File: config.mk
export PLATFORM = sky130hd
export DESIGN_NAME = pattern_tx
export DESIGN_NICKNAME = d
export VERILOG_FILES = /design/src/rtl/pattern_pkg.sv /design/src/rtl/pattern_shreg.sv /design/src/rtl/pattern_tx.sv
export SDC_FILE = /design/constraint.sdc
export NUM_CORES = 1
export LEC_CHECK = 0
export CAP_MARGIN = 0
export CORE_MARGIN = 2
export CORE_UTILIZATION = 38
export CTS_CLUSTER_SIZE = 20
export DETAILED_ROUTE_END_ITERATION = 10
export HOLD_SLACK_MARGIN = 0.15
export PLACE_DENSITY_LB_ADDON = 0.3
export SETUP_SLACK_MARGIN = 0.3
export SLEW_MARGIN = 10
export SYNTH_ARGS = -nofsm -noshare
export SYNTH_HDL_FRONTEND = slang
export SYNTH_SLANG_ARGS = --single-unit
File: constraint.sdc
create_clock -name clk -period 5.29 [get_ports clk]
set_input_delay 0.7935 -clock clk [delete_from_list [all_inputs] [get_ports clk]]
set_output_delay 0.7935 -clock clk [all_outputs]
set_load 0.01 [all_outputs]
File: src/rtl/pattern_pkg.sv
// Shared types and constants for the pattern transmitter and detector benches.
package pattern_pkg;

  localparam int unsigned PAT_W = 16;

  typedef enum logic [1:0] {
    ST_IDLE  = 2'd0,
    ST_SHIFT = 2'd1,
    ST_GAP   = 2'd2
  } state_t;

  // Reference patterns shared with the detector test harnesses.
  localparam logic [PAT_W-1:0] PAT_A5C3 = 16'hA5C3;
  localparam logic [PAT_W-1:0] PAT_8001 = 16'h8001;
  localparam logic [PAT_W-1:0] PAT_FFFF = 16'hFFFF;
  localparam logic [PAT_W-1:0] PAT_C0DE = 16'hC0DE;
  localparam logic [PAT_W-1:0] PAT_1234 = 16'h1234;

endpackage

File: src/rtl/pattern_shreg.sv
// Rotate-left pattern register; rotation keeps the captured pattern intact for repeats.
module pattern_shreg #(
  parameter int unsigned WIDTH = 16
) (
  input  logic             clk,
  input  logic             rst_n,
  input  logic             load,
  input  logic             shift,
  input  logic [WIDTH-1:0] din,
  output logic             msb,
  output logic             msb_next
);

  logic [WIDTH-1:0] q;

  always_ff @(posedge clk or negedge rst_n) begin
    if (!rst_n) begin
      q <= '0;
    end else if (load) begin
      q <= din;
    end else if (shift) begin
      q <= {q[WIDTH-2:0], q[WIDTH-1]};
    end
  end

  // msb_next is the bit that becomes MSB after one rotation.
  assign msb      = q[WIDTH-1];
  assign msb_next = q[WIDTH-2];

endmodule

File: src/rtl/pattern_tx.sv
// Serial pattern transmitter: MSB-first frames with sof/valid markers, repeats and idle gaps.
module pattern_tx
  import pattern_pkg::*;
#(
  parameter int unsigned WIDTH = PAT_W,
  parameter int unsigned GAP   = 2,
  parameter int unsigned CNT_W = 4
) (
  input  logic             clk,
  input  logic             rst_n,
  input  logic             start,
  input  logic [WIDTH-1:0] pattern,
  input  logic [CNT_W-1:0] rep,
  output logic             sdata,
  output logic             svalid,
  output logic             sof,
  output logic             busy,
  output logic             done
);

  localparam int unsigned BIT_W = $clog2(WIDTH);
  localparam int unsigned GAP_W = (GAP > 1) ? $clog2(GAP) : 1;

  state_t           state, state_n;
  logic [BIT_W-1:0] bit_cnt, bit_cnt_n;
  logic [CNT_W-1:0] frame_cnt, frame_cnt_n;
  logic [GAP_W-1:0] gap_cnt, gap_cnt_n;
  logic             sdata_n, svalid_n, sof_n, busy_n, done_n;
  logic             load, shift, msb, msb_next;

  pattern_shreg #(.WIDTH(WIDTH)) u_shreg (
    .clk      (clk),
    .rst_n    (rst_n),
    .load     (load),
    .shift    (shift),
    .din      (pattern),
    .msb      (msb),
    .msb_next (msb_next)
  );

  // State, counters and registered outputs.
  always_ff @(posedge clk or negedge rst_n) begin
    if (!rst_n) begin
      state     <= ST_IDLE;
      bit_cnt   <= '0;
      frame_cnt <= '0;
      gap_cnt   <= '0;
      sdata     <= 1'b0;
      svalid    <= 1'b0;
      sof       <= 1'b0;
      busy      <= 1'b0;
      done      <= 1'b0;
    end else begin
      state     <= state_n;
      bit_cnt   <= bit_cnt_n;
      frame_cnt <= frame_cnt_n;
      gap_cnt   <= gap_cnt_n;
      sdata     <= sdata_n;
      svalid    <= svalid_n;
      sof       <= sof_n;
      busy      <= busy_n;
      done      <= done_n;
    end
  end

  // Output values are computed for the cycle following the edge, so all outputs stay registered.
  always_comb begin
    state_n     = state;
    bit_cnt_n   = bit_cnt;
    frame_cnt_n = frame_cnt;
    gap_cnt_n   = gap_cnt;
    load        = 1'b0;
    shift       = 1'b0;
    sdata_n     = 1'b0;
    svalid_n    = 1'b0;
    sof_n       = 1'b0;
    busy_n      = 1'b0;
    done_n      = 1'b0;

    case (state)
      ST_IDLE: begin
        if (start) begin
          load        = 1'b1;
          frame_cnt_n = rep;
          bit_cnt_n   = '0;
          gap_cnt_n   = '0;
          state_n     = ST_SHIFT;
          sdata_n     = pattern[WIDTH-1];
          svalid_n    = 1'b1;
          sof_n       = 1'b1;
          busy_n      = 1'b1;
        end
      end

      ST_SHIFT: begin
        shift = 1'b1;
        if (bit_cnt == BIT_W'(WIDTH - 1)) begin
          bit_cnt_n = '0;
          if (frame_cnt == '0) begin
            state_n = ST_IDLE;
            done_n  = 1'b1;
          end else begin
            frame_cnt_n = frame_cnt - CNT_W'(1);
            busy_n      = 1'b1;
            if (GAP > 0) begin
              state_n   = ST_GAP;
              gap_cnt_n = '0;
            end else begin
              sdata_n  = msb_next;
              svalid_n = 1'b1;
              sof_n    = 1'b1;
            end
          end
        end else begin
          bit_cnt_n = bit_cnt + BIT_W'(1);
          sdata_n   = msb_next;
          svalid_n  = 1'b1;
          busy_n    = 1'b1;
        end
      end

      ST_GAP: begin
        busy_n = 1'b1;
        if (gap_cnt == GAP_W'(GAP - 1)) begin
          state_n   = ST_SHIFT;
          bit_cnt_n = '0;
          sdata_n   = msb;
          svalid_n  = 1'b1;
          sof_n     = 1'b1;
        end else begin
          gap_cnt_n = gap_cnt + GAP_W'(1);
        end
      end

      default: begin
        state_n = ST_IDLE;
      end
    endcase
  end

endmodule

==> results of run 1 <==
## per-stage QoR
step | power [mW] | std cells
2_1_floorplan | 0.701 | 152
3_3_place_gp | 0.778 | 220
3_5_place_dp | 0.803 | 220
4_1_cts | 0.995 | 228
5_1_grt | 1.07 | 228
6_report | 0.988 | 228
## critical path, stage by stage
cell	delay [ns]
clkdlybuf4s50_1	0.48
o21bai_2	0.57
a221o_1	0.37
nor2_1	0.08
o22a_1	0.17
## registers in the layout (all words and copies together) (netlist names)
register and cells:
svalid 1, sdata 1, frame_cnt 4, bit_cnt 4
gap_cnt 1, u_shreg.q 16, sof 1, done 1
busy 1, state 2
## synth_stat cells
| master | n |
|---|---|
| buf_4 | 1 |
| nor3_1 | 2 |
| a31oi_1 | 2 |
| nor2b_4 | 1 |
| nand2b_1 | 3 |
| clkbuf_1 | 4 |
| nor2_1 | 9 |
| nand4_1 | 1 |
| or3_1 | 1 |
| a221o_1 | 1 |
| a22o_1 | 1 |
| dfrtp_1 | 32 |
| nand3_1 | 2 |
| buf_6 | 2 |
| buf_2 | 1 |
| a22oi_1 | 16 |
| a21oi_1 | 6 |
| a21o_1 | 4 |
| o32ai_1 | 1 |
| nor3b_1 | 3 |
| ha_1 | 3 |
| o21a_1 | 1 |
| inv_1 | 3 |
| o21bai_1 | 1 |
| o22a_1 | 1 |
| o21ai_0 | 10 |
| nand2_1 | 40 |
## cells by family (layout without fill, tap and decap cells)
family	Yosys count	in the layout	share of synthesized area
buffers and inverters	11	39	0.0418
adder cells (fa/ha/maj)	3	3	0.0256
AO/OA/AOI/OAI	44	44	0.201
AND/OR/NAND/NOR	62	62	0.185
flip-flops	32	32	0.547
## metal layers
layer	track usage	wire length, um	vias to the layer above
li1	-	-	583
met1	0.195	1270	596
met2	0.265	1580	36
met3	0.0613	179	6
met4	0.0663	46	0
met5	0	0	-
## worst paths after layout
kind | cells after the start | endpoint | slack, ns | startpoint
setup / recovery | 5 | frame_cnt[3] | 3.00 | start
setup reg to reg | 5 | frame_cnt[0] | 3.35 | bit_cnt[0]
hold reg to reg | 2 | u_shreg.q[11] | 0.48 | u_shreg.q[11]
hold / removal | 2 | u_shreg.q[11] | 0.48 | u_shreg.q[11]
min in group asynchronous | 2 | frame_cnt[0] | 0.90 | rst_n
max in group asynchronous | 2 | u_shreg.q[3] | 4.10 | rst_n
## area by class of cell
cell class	instances	area [um2]
timing repair buffer	28	278
tap	48	60.1
clock buffer	8	90.1
sequential	32	801
fill	355	1840
inverter	3	11.3
multi-input combinational	109	607
## power by group through the flow
stage	registers, mW	logic, mW	clock network (mW)
floorplan	0.406	0.295	0
global placement	0.419	0.359	0
global route	0.434	0.429	0.211
CTS	0.419	0.381	0.196
finish	0.422	0.376	0.191
detailed placement	0.422	0.381	0
==> impl_results.md, run 1 <==
* Worst Hold Slack at 0.476 ns
* TNS Setup at 0 ns
* Drt drc at 0
* Post-Syn Nets at 178
* Avg Cell Area, Syn at 9.64 um2
* Post-CTS Hold Buffers at 0
* Slew margin rel. at 0.322
* Unrepaired setup endpoints after global routing: no
* Congestion Overflow GR at 0
* Clock buffer depth at 2
* CTS tree: done
* CTS Sinks at 32
* Setup-failing EPs final at 0
* RePlAce Congestion at 0.722
* Vias per inst at 5.36
* CTS Buf Count at 5
* IO buf count at 27
* Worst Skew at 0.00302 ns
* Clock Power Share at 0.193
* Final min period at 2.29 ns
* Detail Route Antenna Nets at 0
* Worst min-delay path category: reg -> reg
* Most area-consuming cells after synthesis: dfrtp_1 (55%), nand2_1 (10%), a22oi_1 (8.2%)
* Fraction of layout cells with a size suffix above 1 at 0.0500
* Hold Violations, Final at 0
* Post-CTS Setup Inserts at 0
* Post-Syn Area at 1470 um2
* Largest net degree at the start of global routing at 33
* Synth cell types at 27
* Power Dens Cells at 535 nW/um2
* Startpoint types: primary input
* Required @ worst endpoint at 5.46 ns
* Commonest non-fill, non-tap cell in the layout: nand2_1
* Final wirelength at 3.07 mm
* Cell taking the most area after synthesis: dfrtp_1
* Final net count at 205
* Max-cap violations at 0
* Clock root buffer master: clkbuf_8
* Antenna cells at 0
* Flop pwr share at 0.427
* GRT Overall Usage at 0.164
* Critical path class: in -> reg
* Place WS at 2.28 ns
* Total core area at 3690 um2
* First-pass GRT wire length at 5.31 mm
* DRT Pass-1 Iters at 4
* Worst-Skew Late Latency at 0.28 ns
* Sw Share at 0.365
* Chip width at 66.1 um
* Utilization after layout at 0.501
* # H-tree levels at 2
* Initial Util at 0.397
* Worst-path clk slew at 0.06 ns
* CP endpoint kind: flop
* Synth Instances at 152
* Synth warn at 0
* Max frequency at 436 MHz
* Fin crit share at 0.433
* Synth-to-Final Area Change at 26.0%
* Initial DRC count at 66
* Gate power share at 0.380
* Most frequent cells in the layout: nand2_1 (40), dfrtp_1 (32), clkdlybuf4s50_1 (27)
* PnR worst setup slack at 3.00 ns
* Crit path DAT at 2.47 ns
* Tightest Pin Transition at 1.01 ns
* Vias at 1,221
* Number of synthesized register bits at 32
* Routed len/inst at 13.5 um
* Net Switching at 361 uW
* Int Pwr at 628 uW
* Placed cell area at 1750 um2
* Boundary Pins at 28
* Initial antenna violation count at 0
* Post-CTS resize count at 0
* Die H at 66.1 um
* Max-slew violation count at 0
* Crit-path max FO at 18
* Status: finished clean
* Detailed placement HPWL at 2.16 mm
* Synth top area share at 0.547
* Fin area at 1850 um2
* Die ar. at 4370 um2
* IR drop worst, VDD at 0.227 mV
* Vias in the first global route at 1,161
* Sequential share of the synthesized area at 0.547
* Leakage power at 0.845 nW
* FP Rows at 22
Power figures use the tool's default switching activity.
==> inputs of run 2 (changes only) <==
- clock period: 5.29 -> 1.87 ns (I/O delays scaled with it)
==> run 2 against run 1 <==
Final area grew 10%. Largest power group is now combinational cells. Clock skew up 0.0010 ns. Critical path type is now reg -> reg. Core utilization rose by 5.2 points. Clock power grew to 2.8 times the previous value. Largest cell class unchanged.
==> impl_results.md, run 2 (same netlist as run 1, synthesis figures left out) <==
* Chip width at 66.1 um (unchanged)
* Total core area at 3690 um2 (unchanged)
* Worst Skew at 0.00402 ns (+0.00100 ns)
* Required @ worst endpoint at 2.08 ns (-3.38 ns)
* Max-slew violation count at 0 (unchanged)
* Fraction of layout cells with a size suffix above 1 at 0.179 (+0.129)
* Post-CTS Hold Buffers at 0 (unchanged)
* Clock root buffer master: clkbuf_8
* Placed cells at 225 (+2.3%)
* Vias in the first global route at 1,232 (+6.1%)
* PnR worst setup slack at 0.288 ns (-2.71 ns)
* FP Rows at 22 (unchanged)
* Hold Violations, Final at 0 (unchanged)
* Unrepaired setup endpoints after global routing: yes
* Boundary Pins at 28 (unchanged)
* First-pass GRT wire length at 5.60 mm (+5.6%)
* Place WS at -0.157 ns (-2.44 ns)
* Most frequent cells in the layout: nand2_1 (40), dfrtp_1 (31), clkdlybuf4s50_1 (27)
* # H-tree levels at 2 (unchanged)
* CTS tree: done
* Crit path DAT at 1.79 ns (-0.68 ns)
* Congestion Overflow GR at 0 (unchanged)
* Buf/Inv on CP at 2 (+1)
* DRT Pass-1 Iters at 4 (unchanged)
* Tightest Pin Transition at 0.629 ns (-0.383 ns)
* Worst path max stage delay at 0.38 ns (-0.19 ns)
* Worst min-delay path category: in -> async
* CP cell instances: inv_2 > ha_4 > nor3b_4 > a221o_1 > buf_4 > nor2_1 > o22a_1
* Regs by FF count: u_shreg.q (16), bit_cnt (4), frame_cnt (4)
* Initial Util at 0.397 (unchanged)
* Critical path's slowest cell: a221o_1
* Final min period at 1.58 ns
* Synth-to-Final Area Change at 39.2%
* Leakage power at 0.926 nW (+9.6%)
* Largest register FFs at 16 (unchanged)
* Routed len/inst at 13.3 um (-1.5%)
* Critical path class: reg -> reg
* Max-cap violations at 0 (unchanged)
* Crit-path max FO at 4 (-14)
* Setup-failing EPs final at 0 (unchanged)
* Worst-path clk slew at 0.06 ns (about the same)
* Non-Filler Instances at 244 (+7.0%)
* Startpoint types: flop
* CP delay by family, top: compound AO/OA/AOI/OAI gates
* Detail Route Antenna Nets at 0 (unchanged)
* IO buf count at 27 (unchanged)
* CTS Buf Count at 5 (unchanged)
* Largest net degree at the start of global routing at 33 (unchanged)
* CP endpoint kind: flop
* Clock buffer depth at 2 (unchanged)
* Status: finished clean
* Worst-Skew Late Latency at 0.28 ns (about the same)
* RePlAce Congestion at 0.817 (+13%)
* Drt drc at 0 (unchanged)
* IR drop worst, VDD at 0.770 mV (+240%)
* Initial DRC count at 105 (+59%)
* Detailed placement HPWL at 2.06 mm (-5.0%)
* Fin crit share at 0.846
* Die H at 66.1 um (unchanged)
* Largest reg by FF count: u_shreg.q
* Slew margin rel. at 0.580 (+0.258)
* Antenna cells at 0 (unchanged)
* Die ar. at 4370 um2 (unchanged)
* Power Dens Cells at 1540 nW/um2 (+190%)
* Commonest non-fill, non-tap cell in the layout: nand2_1
* Initial antenna violation count at 0 (unchanged)
* Vias at 1,242 (+1.7%)
* Final net count at 221 (+7.8%)
* GRT Overall Usage at 0.169 (+0.00573)
* Max frequency at 632 MHz
* CTS Sinks at 32 (unchanged)
* Vias per inst at 5.09 (-5.0%)
* Final wirelength at 3.24 mm (+5.4%)
-- run 2: changes by cell type in the layout (fill, tap and decap cells not counted), sizes merged --
cell	previous run	this run
a221o	1	2
buf	1	16
-- run 2: worst paths after layout --
kind	from	endpoint	slack, ns	cells after the start
worst min register to register	u_shreg.q[7]	u_shreg.q[7]	0.48	2
worst max-delay path	frame_cnt[1]	frame_cnt[3]	0.29	7
worst min-delay path	rst_n	frame_cnt[0]	0.40	2
worst max register to register	frame_cnt[1]	frame_cnt[3]	0.29	7
max in group asynchronous	rst_n	state[0]	1.16	2
min in group clk	u_shreg.q[7]	u_shreg.q[7]	0.48	2
-- run 2: what timing repair did --
| item | in CTS | in global routing |
|---|---|---|
| resized for setup | 9 | 7 |
| pin swaps | 4 | 3 |
| buffers inserted | 10 | 0 |
| endpoints found under the setup margin | 19 | 5 |
| cloned | 1 | 0 |
-- run 2: routing by layer --
| metal | part of all wire | wire length, um | up-vias | GRT usage |
|---|---|---|---|---|
| li1 | - | - | 618 | - |
| met1 | 0.44 | 1440 | 589 | 0.226 |
| met2 | 0.49 | 1600 | 33 | 0.269 |
| met3 | 0.056 | 180 | 2 | 0.0426 |
| met4 | 0.0068 | 22 | 0 | 0.0561 |
| met5 | 0 | 0 | - | 0 |
-- run 2: layout make-up --
class | count | area, um2
flip-flops and latches | 32 | 802
fillers | 349 | 1650
well taps | 48 | 60.1
inverters | 3 | 11.3
repair buffers | 43 | 398
clock buffers | 8 | 90.1
multi-input cells | 110 | 678
-- run 2: report_power, final --
part	leakage [nW]	internal (mW)	switching, mW
clock	0.0455	0.300	0.232
combinational	0.484	0.712	0.666
sequential	0.397	0.989	0.240
total	0.926	2.00	1.14
-- run 2: worst reg2reg max path: cells and delay by family (launching register included) --
family,cells,cell delay (ns)
adder cells (fa/ha/maj),1,0.15
AO/OA/AOI/OAI,2,0.53
AND/OR/NAND/NOR,2,0.25
buffers and inverters,2,0.22
flip-flops,1,0.36
-- run 2: metrics by stage --
step / power, mW / cell area (um2) / setup TNS, ns / utilization / hold slack (ns)
after floorplan: 2.03 / 1490 / 0 / - / -0.0151
after global placement: 2.27 / 1820 / -1.19 / 0.493 / 0.458
after detailed placement: 2.34 / 1820 / -2.17 / 0.493 / 0.464
after CTS: 3.10 / 2020 / 0 / 0.548 / 0.408
after global routing: 3.44 / 2040 / 0 / 0.553 / 0.444
final: 3.14 / 2040 / 0 / 0.553 / 0.399
